File: config.mk
export PLATFORM = sky130hd
export DESIGN_NAME = fetch_unit
export DESIGN_NICKNAME = d
export VERILOG_FILES = /design/src/rtl/fetch_unit.sv
export SDC_FILE = /design/constraint.sdc
export NUM_CORES = 1
export LEC_CHECK = 0
export BUFFER_PORTS_ARGS = -buffer_cell sky130_fd_sc_hd__buf_2
export CAP_MARGIN = 0
export CORE_MARGIN = 4
export CORE_UTILIZATION = 53
export DETAILED_ROUTE_END_ITERATION = 16
export PLACE_DENSITY = 0.82
export SLEW_MARGIN = 20
export SYNTH_ARGS = -nofsm -noshare
export SYNTH_HDL_FRONTEND = slang
export SYNTH_SLANG_ARGS = --single-unit
File: constraint.sdc
create_clock -name clk -period 4.5 [get_ports clk]
set_input_delay 0.9 -clock clk [delete_from_list [all_inputs] [get_ports clk]]
set_output_delay 0.9 -clock clk [all_outputs]
set_load 0.02 [all_outputs]
File: src/rtl/fetch_unit.sv
// fetch_unit: instruction fetch stage. Holds the PC and issues one
// instruction-memory request at a time. It captures the returned word and
// hands it to decode over a valid/ready handshake. A redirect from a taken
// jump/branch takes priority over everything except reset.
//
// state | meaning
// ------+-----------------------------------------------------------
// IDLE  | no request; one bubble after reset or redirect
// FETCH | imem_req high at pc, waiting for imem_valid
// HOLD  | instruction captured, waiting for inst_ready
module fetch_unit #(
    parameter int                DATA_W   = 16,
    parameter int                ADDR_W   = 16,
    parameter logic [ADDR_W-1:0] RESET_PC = '0,
    parameter int                TIMEOUT  = 15
) (
    input  logic              clk,
    input  logic              reset,
    output logic              imem_req,
    output logic [ADDR_W-1:0] imem_addr,
    input  logic              imem_valid,
    input  logic [DATA_W-1:0] imem_rdata,
    output logic              inst_valid,
    input  logic              inst_ready,
    output logic [DATA_W-1:0] inst,
    output logic [3:0]        op,
    output logic [ADDR_W-1:0] pc_out,
    output logic [ADDR_W-1:0] pc_next,
    input  logic              redirect,
    input  logic [ADDR_W-1:0] redirect_pc,
    output logic [15:0]       fetch_count,
    output logic              fetch_err
);

    localparam logic [1:0] S_IDLE  = 2'd0;
    localparam logic [1:0] S_FETCH = 2'd1;
    localparam logic [1:0] S_HOLD  = 2'd2;

    logic [1:0]        state;
    logic [ADDR_W-1:0] pc;
    logic [7:0]        wait_cnt;
    logic [8:0]        wait_inc;

    assign wait_inc = {1'b0, wait_cnt} + 9'd1;

    // The PC only advances on an accepted handshake, so it is the address
    // of both the outstanding request and the held instruction.
    assign imem_req  = (state == S_FETCH);
    assign imem_addr = pc;
    assign pc_out    = pc;
    assign pc_next   = pc + ADDR_W'(1);
    assign op        = inst_valid ? inst[DATA_W-1 -: 4] : 4'h0;

    // FSM, PC, captured instruction and accept counter
    always_ff @(posedge clk) begin
        if (reset) begin
            state       <= S_IDLE;
            pc          <= RESET_PC;
            inst        <= '0;
            inst_valid  <= 1'b0;
            fetch_count <= '0;
        end else if (redirect) begin
            // Any response arriving now is dropped and any handshake is ignored.
            state      <= S_IDLE;
            pc         <= redirect_pc;
            inst_valid <= 1'b0;
        end else begin
            case (state)
                S_IDLE: state <= S_FETCH;
                S_FETCH: begin
                    if (imem_valid) begin
                        inst       <= imem_rdata;
                        inst_valid <= 1'b1;
                        state      <= S_HOLD;
                    end
                end
                S_HOLD: begin
                    if (inst_ready) begin
                        inst_valid  <= 1'b0;
                        pc          <= pc + ADDR_W'(1);
                        fetch_count <= fetch_count + 16'd1;
                        state       <= S_FETCH;
                    end
                end
                default: state <= S_IDLE;
            endcase
        end
    end

    // Memory wait counter and sticky timeout flag
    always_ff @(posedge clk) begin
        if (reset) begin
            wait_cnt  <= '0;
            fetch_err <= 1'b0;
        end else if (redirect) begin
            wait_cnt <= '0;
        end else if (state == S_FETCH) begin
            if (imem_valid) begin
                wait_cnt <= '0;
            end else begin
                if (wait_cnt != 8'hFF) begin
                    wait_cnt <= wait_inc[7:0];
                end
                if (wait_inc >= 9'(TIMEOUT)) begin
                    fetch_err <= 1'b1;
                end
            end
        end
    end

endmodule

==> reports/qor.yml, run 1 <==
sta:
  min_period_ns: 2.958
  setup_viol: 0
  hold_viol_final: 0
  fmax_ghz: 0.3381
  clock_skew_ns: 0.002752
  holdWs_ns: 0.4511
  rsz0062_at_grt: "no"
  worst_slew_pin_slew_ns: 0.9150
  slew_headroom_pct: 38.93
  fin_crit_sh_pct: 65.72
  fin_tns_setup_ns: 0
  drv_slew: 0
clocking:
  cts_sinks: 60
  insertion_delay_ns: 0.33
  numCtsBuffers: 9
  cts_resized: 0
  cts_setup_buffers: 0
  cts_tree: "done"
  path_clk_slew_ns: 0.07
  cts_max_path_buffers: 2
  postCtsHoldBufs: 0
  root_buffer: "clkbuf_8"
  htree_levels: 3
floorplan:
  start_util_pct: 54.77
  pin_count: 124
  dieArea_um2: 7474
  core_area_um2: 5956
  die_h_um: 86.45
  rows: 28
  dieWidth_um: 86.45
critical_path:
  path_cells: "ha_1, and3_1, nand4_1, nor2_1, xor2_1, buf_2"
  timing.rr.start: "state[0]"
  cp_slowest_cell: "dfxtp_1"
  cp_num_buf_inv: 1
  reg2reg_to: "imem_addr[15]"
  reg2reg_depth: 6
  cp_max_fo: 7
  max_stage_delay_ns: 0.43
  cp.required_ns: 3.60
  cp.arrival_ns: 2.06
  rrSetupSlack_ns: 2.17
  critPathTopFamily: "simple AND/OR/NAND/NOR gates"
  path_class: "flip-flop to output port"
  critPathLaunchType: "flip-flop"
  crit_path_end_kind: "output port"
hold_path:
  hold_end: "inst[4]"
  hold_path_class: "flip-flop to flip-flop"
  min_from: "inst[4]"
  whs_path_depth: 2
layout:
  regArea_um2: 1201
  drive_above_1_share_pct: 27.88
  final_cells: 588
  syn2layout_area_growth_pct: 21.29
  n_antenna_cell: 0
  final_net_count: 553
  fillers: 518
  multiInputGateArea_um2: 1798
power:
  p_leak_nw: 1.714
  vdd_drop_max_uv: 197.9
  cellPowerDensity_nw_per_um2: 308.4
  power_mw: 1.220
placed_design:
  globalplace.congestion: 0.8574
  hpwl_um: 5988
  io_buffer_count: 123
  dp.cells: 572
routing:
  drt_wl_total_um: 8230
  vias: 3266
  first_pass_iters: 4
  drt_drc_violations_left: 0
  drtIter0Drc: 181
  via_per_inst: 5.554
  wl_per_cell_um: 14.00
  postRouteAntennaNets: 0
yosys:
  yosys.area.top_type: "dfxtp_1"
  synth_top_cell_area_share_pct: 36.82
  synth_area_per_cell_um2: 7.936
  synth-main-ff-cell: "dfxtp_1"
  yosysSeqAreaShare_pct: 36.82
  syn-instance-count: 411
  yosys_warnings: 0
  netlist_area_um2: 3262
  synth_edf_count: 0
  synth.most_common_cell: "nand2_1"
  async_flop_share_pct: 0
  synth_nets: 456
  synth_commonest_cells: "nand2_1, dfxtp_1, a21oi_1, nor2_1, nand3_1"
  ys_seq_elements: 60
  synth_cell_types: 47
  netlist_top_cells_area: "dfxtp_1, nand2_1, a21oi_1"
run:
  maxCapViolCount: 0
global_routing:
  grt_pass1_wl_um: 13310
  grt_pass1_vias: 2935
  grt_max_degree: 49
  grt_usage_pct: 21.65
  antenna_found_initial: 0
  grt_overflow: 0
run_status:
  status: "finished clean"
state kept, by name (all words and copies together), names as in the netlist:
name / cells
inst_valid: 1
inst: 16
fetch_err: 1
wait_cnt: 8
fetch_count: 16
imem_addr: 16
state: 2
logic make-up (layout without fill, tap and decap cells):
logic type      after synthesis  in the layout  synth area share [%]
compound gates               87             87                 16.84
xor+xnor                     30             30                 8.055
fa+ha+maj                     8              8                 3.069
buf+inv                      49            151                 8.132
flops                        60             60                 36.82
simple gates                177            177                 27.08
tightest hold or removal path, stage by stage, from the launching register on:
cell and delay, ns:
dfxtp_1 0.31, nand2_1 0.05, a21oi_1 0.05
cell type report:
cell class	count	area share, %
Sequential cell	60	30.36
Inverter	12	1.139
Multi-Input combinational cell	302	45.45
Timing Repair Buffer	123	15.56
Clock buffer	12	3.922
Tap cell	75	2.372
Clock inverter	4	1.202
where the power goes:
part           internal (mW)  switching [mW]
Combinational         0.0554          0.0993
Sequential             0.545          0.0233
Clock                  0.284           0.213
stage by stage:
stage          utilization (%)  instance area [µm²]  worst slack [ns]
2_1_floorplan                -                 3262             1.950
3_3_place_gp             62.98                 3751             1.651
4_1_cts                  66.39                 3954             1.545
5_1_grt                  66.43                 3956             1.400
6_report                 66.43                 3956             1.542
3_5_place_dp             62.98                 3751             1.618
per-layer routing:
layer	up-vias	part of all wire [%]	GRT usage, %
met5	-	0	0
met4	0	1.2	7.790
met3	10	8.6	4.087
met2	129	47	35.81
met1	1498	43	28.13
li1	1629	-	-
how the worst max path moves through the flow:
| stage | startpoint | end | slack (ns) | depth (start not counted) |
|---|---|---|---|---|
| detailed placement | redirect | inst[15] | 1.62 | 5 |
| CTS | imem_addr[2] | pc_next[13] | 1.54 | 5 |
| global placement | redirect | inst[5] | 1.65 | 5 |
| floorplan | imem_addr[1] | pc_next[12] | 1.95 | 5 |
| finish | imem_addr[1] | pc_next[14] | 1.54 | 6 |
| global route | imem_addr[0] | pc_next[12] | 1.40 | 6 |
layout by cell type (no fill, tap or decap), types with 6 or more instances in the layout:
cell / netlist / final
a211oi_1: 9 / 9
a21oi_1: 33 / 33
a311oi_1: 8 / 8
and2_1: 6 / 6
and3_1: 6 / 6
buf_2: 4 / 123
clkbuf_8: 0 / 11
dfxtp_1: 60 / 60
ha_1: 8 / 8
inv_1: 12 / 12
nand2_1: 61 / 61
nand3_1: 19 / 19
nand4_1: 8 / 8
nor2_1: 33 / 32
nor3_1: 6 / 6
o21ai_0: 17 / 17
o31ai_1: 9 / 9
or3_1: 10 / 10
or4_1: 6 / 6
xnor2_1: 18 / 18
xor2_1: 12 / 12
Note: power is estimated with default switching activity, not from simulation.
==> inputs of run 2 (changes only) <==
Settings changed: ABC_AREA set to 1, CORE_UTILIZATION 53 to 50, PLACE_DENSITY 0.82 to 0.77.
Clock period 4.5 ns to 2.9 ns, I/O delays scaled along.
==> run 2 against run 1 <==
- global-route usage shrank 0.14 points
- total power grew 69%
- combinational power grew 67%
- critical path depth grew 1
- non-clock buffer count is the same
- critical endpoint is now pc_next[10]
- largest cell class unchanged
- largest power group is now the clock network
==> reports/qor.yml, run 2 <==
clocking:
  cts_resized: 0  # unchanged
  postCtsHoldBufs: 0  # unchanged
  htree_levels: 3  # unchanged
  root_buffer: "clkbuf_8"  # unchanged
  cts_sinks: 60  # unchanged
  insertion_delay_ns: 0.34  # was 0.33 ns
  numCtsBuffers: 9  # unchanged
  cts_setup_buffers: 0  # unchanged
  path_clk_slew_ns: 0.06  # was 0.07 ns
  cts_tree: "done"  # unchanged
  cts_max_path_buffers: 2  # unchanged
global_routing:
  grt_max_degree: 33  # was 49
  grt_pass1_vias: 3411  # was 2935
  grt_usage_pct: 21.51  # was 21.65%
  grt_overflow: 0  # unchanged
  grt_pass1_wl_um: 15040  # was 13310 µm
  antenna_found_initial: 0  # unchanged
routing:
  drtIter0Drc: 174  # was 181
  vias: 3636  # was 3266
  postRouteAntennaNets: 0  # unchanged
  via_per_inst: 5.107  # was 5.554
  first_pass_iters: 5  # was 4
  drt_drc_violations_left: 0  # unchanged
  wl_per_cell_um: 12.37  # was 14.00 µm
  drt_wl_total_um: 8809  # was 8230 µm
yosys:
  synth_cell_types: 35  # was 47
  yosys.area.top_type: "dfxtp_1"  # unchanged
  netlist_area_um2: 3442  # was 3262 µm²
  ys_seq_elements: 60  # unchanged
  synth_commonest_cells: "nand2_1, inv_1, dfxtp_1"  # was nand2_1, dfxtp_1, a21oi_1, nor2_1, nand3_1
  syn-instance-count: 526  # was 411
  synth_area_per_cell_um2: 6.544  # was 7.936 µm²
  synth-main-ff-cell: "dfxtp_1"  # unchanged
  synth_nets: 571  # was 456
  async_flop_share_pct: 0  # unchanged
  yosysSeqAreaShare_pct: 34.90  # was 36.82%
  synth_top_cell_area_share_pct: 34.90  # was 36.82%
  netlist_top_cells_area: "dfxtp_1, nand2_1, inv_1"  # was dfxtp_1, nand2_1, a21oi_1
  yosys_warnings: 0  # unchanged
  synth.most_common_cell: "nand2_1"  # unchanged
  synth_edf_count: 0  # unchanged
placed_design:
  io_buffer_count: 123  # unchanged
  hpwl_um: 6542  # was 5988 µm
  globalplace.congestion: 0.8570  # was 0.8574
sta:
  worst_slew_pin_slew_ns: 0.7212  # was 0.9150 ns
  rsz0062_at_grt: "no"  # unchanged
  fin_tns_setup_ns: 0  # unchanged
  clock_skew_ns: 0.01007  # was 0.002752 ns
  hold_viol_final: 0  # unchanged
  fmax_ghz: 0.4011
  min_period_ns: 2.493
  setup_viol: 0  # unchanged
  slew_headroom_pct: 51.87  # was 38.93%
  fin_crit_sh_pct: 85.96
  drv_slew: 0  # unchanged
critical_path:
  cp_max_fo: 6  # was 7
  rrSetupSlack_ns: 0.88  # was 2.17 ns
  reg2reg_depth: 9  # was 6
  timing.rr.start: "state[0]"  # unchanged
  startpoint: "imem_addr[1]"  # unchanged
  cp.arrival_ns: 1.91  # was 2.06 ns
  critPathLaunchType: "flip-flop"  # unchanged
  crit_path_end_kind: "output port"  # unchanged
  cp.required_ns: 2.32  # was 3.60 ns
  path_class: "flip-flop to output port"  # unchanged
floorplan:
  rows: 29  # was 28
  dieArea_um2: 8276  # was 7474 µm²
  die_h_um: 90.97  # was 86.45 µm
  core_area_um2: 6531  # was 5956 µm²
  start_util_pct: 52.70  # was 54.77%
  pin_count: 124  # unchanged
  dieWidth_um: 90.97  # was 86.45 µm
layout:
  drive_above_1_share_pct: 24.88  # was 27.88%
  final_util_pct: 64.56  # was 66.43%
  layout_common_cells: "nand2_1, buf_2, inv_1"  # was buf_2, nand2_1, dfxtp_1
  final_common_cell: "nand2_1"  # was buf_2
  syn2layout_area_growth_pct: 22.50  # was 21.29%
  fillers: 613  # was 518
  n_antenna_cell: 0  # unchanged
  final_net_count: 676  # was 553
power:
  cellPowerDensity_nw_per_um2: 487.6  # was 308.4 nW/µm²
  pwr-share-clk_pct: 44.7  # was 40.7%
  p_leak_nw: 1.939  # was 1.714 nW
  p_seq_share_pct: 42.7  # was 46.6%
  p_int_mw: 1.527  # was 0.8847 mW
  vdd_drop_max_uv: 293.9  # was 197.9 µV
  p_sw_share_pct: 25.74  # was 27.48%
  p_sw_mw: 0.5293  # was 0.3353 mW
  p_comb_share_pct: 12.6  # was 12.7%
run:
  maxCapViolCount: 0  # unchanged
hold_path:
  whs_path_depth: 2  # unchanged
  min_from: "inst[0]"  # was inst[4]
  hold_path_class: "flip-flop to flip-flop"  # unchanged
run_status:
  status: "finished clean"  # unchanged
-- run 2: changes by cell type after synthesis, moves of 15 or more --
cell     before  now
o21ai_0      17   37
inv_1        12   74
a21oi_1      33   48
nor2_1       33   48
xnor2_1      18    1
nand2_1      61  138
-- run 2: final cells by class --
| cell class | count | area, µm² | share of cell area (%) |
|---|---|---|---|
| Clock buffer | 11 | 141.4 | 3.353 |
| Clock inverter | 4 | 97.59 | 2.315 |
| Inverter | 78 | 295.3 | 7.003 |
| Multi-Input combinational cell | 359 | 1769 | 41.96 |
| Sequential cell | 60 | 1201 | 28.49 |
| Tap cell | 77 | 96.34 | 2.285 |
| Timing Repair Buffer | 123 | 615.6 | 14.60 |
-- run 2: per-layer routing --
layer	GRT usage (%)	vias up	share of wire, %
li1	-	1864	-
met1	27.22	1620	45
met2	35.62	129	46
met3	5.950	23	7.2
met4	6.784	0	2.1
met5	0	-	0
-- run 2: power by group through the flow --
stage                     sequential [mW]  clock [mW]  combinational, mW
after floorplan                     0.918           0              0.155
after global placement              0.894           0              0.258
after detailed placement            0.896           0              0.260
after CTS                           0.877       0.932              0.261
after global routing                0.882       0.970              0.285
final                               0.878       0.919              0.259
-- run 2: worst max-delay path: stages (launching register included) --
cell	delay [ns]
dfxtp_1	0.44
ha_1	0.24
nand2_2	0.11
nor2_4	0.18
nand2_1	0.11
o21ai_1	0.17
and2_1	0.16
buf_2	0.16
-- run 2: path summary, 6_finish.rpt --
kind / end
worst max-delay path: pc_next[10]
worst min-delay path: inst[0]
worst max register to register: fetch_count[9]
worst min register to register: inst[0]
-- run 2: kinds of logic (layout without fill, tap and decap cells) --
family | Yosys count | after routing | share of synthesized area, %
AO/OA/AOI/OAI | 103 | 103 | 15.63
AND/OR/NAND/NOR | 239 | 239 | 30.57
buffers and inverters | 107 | 216 | 13.70
flip-flops | 60 | 60 | 34.90
XOR/XNOR | 9 | 9 | 2.290
adder cells (fa/ha/maj) | 8 | 8 | 2.908
-- run 2: stage by stage --
| step | instance area [µm²] | hold slack (ns) | instances | total power, mW | setup slack, ns |
|---|---|---|---|---|---|
| 2_1_floorplan | 3442 | 0.4680 | 526 | 1.074 | 0.8381 |
| 4_1_cts | 4217 | 0.4447 | 712 | 2.070 | 0.4112 |
| 6_report | 4217 | 0.4448 | 712 | 2.056 | 0.4071 |
| 3_3_place_gp | 3978 | 0.4305 | 697 | 1.152 | 0.7960 |
| 3_5_place_dp | 3978 | 0.4342 | 697 | 1.156 | 0.7105 |
| 5_1_grt | 4217 | 0.4666 | 712 | 2.138 | 0.3047 |
==> inputs of run 3 (changes only) <==
--- a/config.mk
+++ b/config.mk
@@ -14,2 +14,3 @@
 export PLACE_DENSITY = 0.77
+export RECOVER_POWER = 50
 export SLEW_MARGIN = 20
==> constraint.sdc (replaced) <==
create_clock -name clk -period 2.9 [get_ports clk]
set_input_delay 0.435 -clock clk [delete_from_list [all_inputs] [get_ports clk]]
set_output_delay 0.435 -clock clk [all_outputs]
set_load 0.02 [all_outputs]
==> run 3 against run 2 <==
- register-to-register slack got worse by 0.25 ns
- total power fell by 4.2%
- sequential power hardly changed
- highest routed layer unchanged
- clock power is 8.3% lower
- worst hold slack worse by 0.077 ns
- global-route usage grew 0.11 points
- critical path depth unchanged
- final area fell by 2.9%
==> reports/qor.yml, run 3 (synthesis results as in run 2) <==
sta:
  rsz0062_at_grt: "no"  # unchanged
  drv_slew: 0  # unchanged
  worst_slew_pin_slew_ns: 0.7361  # was 0.7212 ns
  setup_viol: 0  # unchanged
  hold_viol_final: 0  # unchanged
  clock_skew_ns: 0.01046  # was 0.01007 ns
  min_period_ns: 2.318  # was 2.493 ns
  fin_crit_sh_pct: 79.93  # was 85.96%
  slew_headroom_pct: 50.87  # was 51.87%
  fmax_ghz: 0.4314  # was 0.4011 GHz
  fin_tns_setup_ns: 0  # unchanged
  holdWs_ns: 0.3680  # was 0.4448 ns
floorplan:
  dieArea_um2: 8276  # unchanged
  die_h_um: 90.97  # unchanged
  core_area_um2: 6531  # unchanged
  dieWidth_um: 90.97  # unchanged
  start_util_pct: 52.70  # unchanged
  pin_count: 124  # unchanged
  rows: 29  # unchanged
layout:
  layout_common_cells: "nand2_1, inv_1, clkbuf_1"  # was nand2_1, buf_2, inv_1
  syn2layout_area_growth_pct: 18.97  # was 22.50%
  drive_above_1_share_pct: 13.68  # was 24.88%
  final_common_cell: "nand2_1"  # unchanged
  final_net_count: 676  # unchanged
  fin_area_um2: 4095  # was 4217 µm²
  fillers: 648  # was 613
  n_antenna_cell: 0  # unchanged
critical_path:
  cp_max_fo: 6  # unchanged
  cp.required_ns: 2.47  # was 2.32 ns
  max_stage_delay_ns: 0.44  # about the same
  cp.arrival_ns: 1.88  # was 1.91 ns
  path_cells: "ha_1, nand2_2, nor2_4, nand2_1, o21ai_1, and2_1, buf_2"  # unchanged
  crit_path_end_kind: "output port"  # unchanged
  cp_num_buf_inv: 1  # unchanged
  critPathTopFamily: "simple AND/OR/NAND/NOR gates"  # unchanged
  path_class: "flip-flop to output port"  # unchanged
  cp_slowest_cell: "dfxtp_1"  # unchanged
  critPathLaunchType: "flip-flop"  # unchanged
power:
  p_int_mw: 1.433  # was 1.527 mW
  p_leak_nw: 1.642  # was 1.939 nW
  p_seq_share_pct: 44.6  # was 42.7%
  cellPowerDensity_nw_per_um2: 481.2  # was 487.6 nW/µm²
  pwr-share-clk_pct: 42.8  # was 44.7%
  p_sw_mw: 0.5375  # was 0.5293 mW
  p_comb_share_pct: 12.6  # about the same
  vdd_drop_max_uv: 398.9  # was 293.9 µV
  power_mw: 1.971  # was 2.056 mW
  p_sw_share_pct: 27.27  # was 25.74%
clocking:
  cts_max_path_buffers: 2  # unchanged
  cts_sinks: 60  # unchanged
  cts_resized: 0  # unchanged
  numCtsBuffers: 9  # unchanged
  insertion_delay_ns: 0.34  # about the same
  htree_levels: 3  # unchanged
  cts_tree: "done"  # unchanged
  path_clk_slew_ns: 0.07  # was 0.06 ns
  root_buffer: "clkbuf_8"  # unchanged
  postCtsHoldBufs: 0  # unchanged
  cts_setup_buffers: 0  # unchanged
run_status:
  status: "finished clean"  # unchanged
routing:
  postRouteAntennaNets: 0  # unchanged
  vias: 3628  # was 3636
  via_per_inst: 5.088  # was 5.107
  drtIter0Drc: 224  # was 174
  first_pass_iters: 5  # unchanged
  drt_drc_violations_left: 0  # unchanged
  drt_wl_total_um: 8914  # was 8809 µm
  wl_per_cell_um: 12.50  # was 12.37 µm
global_routing:
  grt_max_degree: 33  # unchanged
  grt_overflow: 0  # unchanged
  grt_pass1_vias: 3403  # was 3411
  grt_pass1_wl_um: 15190  # was 15040 µm
  grt_usage_pct: 21.61  # was 21.51%
  antenna_found_initial: 0  # unchanged
hold_path:
  hold_path_class: "input pin to flip-flop"  # was flip-flop to flip-flop
placed_design:
  io_buffer_count: 123  # unchanged
  placed_cell_area_um2: 3978  # unchanged
  hpwl_um: 6672  # was 6542 µm
  globalplace.congestion: 0.8573  # was 0.8570
run:
  maxCapViolCount: 0  # unchanged
run 3: cell count changes in the layout (fill, tap and decap cells not counted):
cell / delta
bufinv_16: -1
buf_2: -70
nand3_1: +1
nand3_4: -1
clkbuf_1: +71
clkinv_2: +1
run 3: worst paths after layout:
| kind | from | endpoint | slack (ns) | cells after the start |
|---|---|---|---|---|
| max | imem_addr[1] | pc_next[10] | 0.58 | 7 |
| max reg2reg | state[0] | fetch_count[9] | 0.63 | 9 |
| min | redirect_pc[4] | imem_addr[4] | 0.37 | 3 |
| min reg2reg | inst[3] | inst[3] | 0.44 | 2 |
run 3: stage by stage:
| stage | worst slack (ns) | std cells | util, % |
|---|---|---|---|
| global placement | 0.9413 | 697 | 60.90 |
| floorplan | 0.9831 | 526 | - |
| finish | 0.5819 | 713 | 62.70 |
| CTS | 0.5833 | 713 | 64.23 |
| global route | 0.3507 | 713 | 62.70 |
| detailed placement | 0.8671 | 697 | 60.90 |
run 3: routing by layer:
layer,vias to the layer above,track usage (%),routed length [µm]
met3,10,5.868,723
met5,-,0,0
met1,1629,26.70,3916
met4,0,5.653,101
met2,126,37.22,4173
li1,1863,-,-
run 3: final cells by class:
| cell class | instances | area (µm²) | share of cell area, % |
|---|---|---|---|
| Clock buffer | 12 | 145.1 | 3.544 |
| Tap cell | 77 | 96.34 | 2.353 |
| Multi-Input combinational cell | 359 | 1757 | 42.90 |
| Sequential cell | 60 | 1201 | 29.33 |
| Timing Repair Buffer | 123 | 528.0 | 12.89 |
| Inverter | 78 | 295.3 | 7.211 |
| Clock inverter | 4 | 72.57 | 1.772 |
run 3: power by group through the flow:
stage | Clock [mW] | Combinational (mW) | Sequential [mW]
after CTS | 0.853 | 0.261 | 0.878
after floorplan | 0 | 0.155 | 0.918
after global placement | 0 | 0.258 | 0.894
after detailed placement | 0 | 0.261 | 0.896
after global routing | 0.890 | 0.275 | 0.883
final | 0.843 | 0.249 | 0.879
run 3: worst reg2reg max path: stages (launching register included):
cell	delay, ns
dfxtp_1	0.34
inv_1	0.10
ha_1	0.24
nand3_1	0.41
inv_2	0.48
nand2_1	0.17
nor2_4	0.16
nand2_1	0.09
o21ai_1	0.12
a21oi_1	0.06
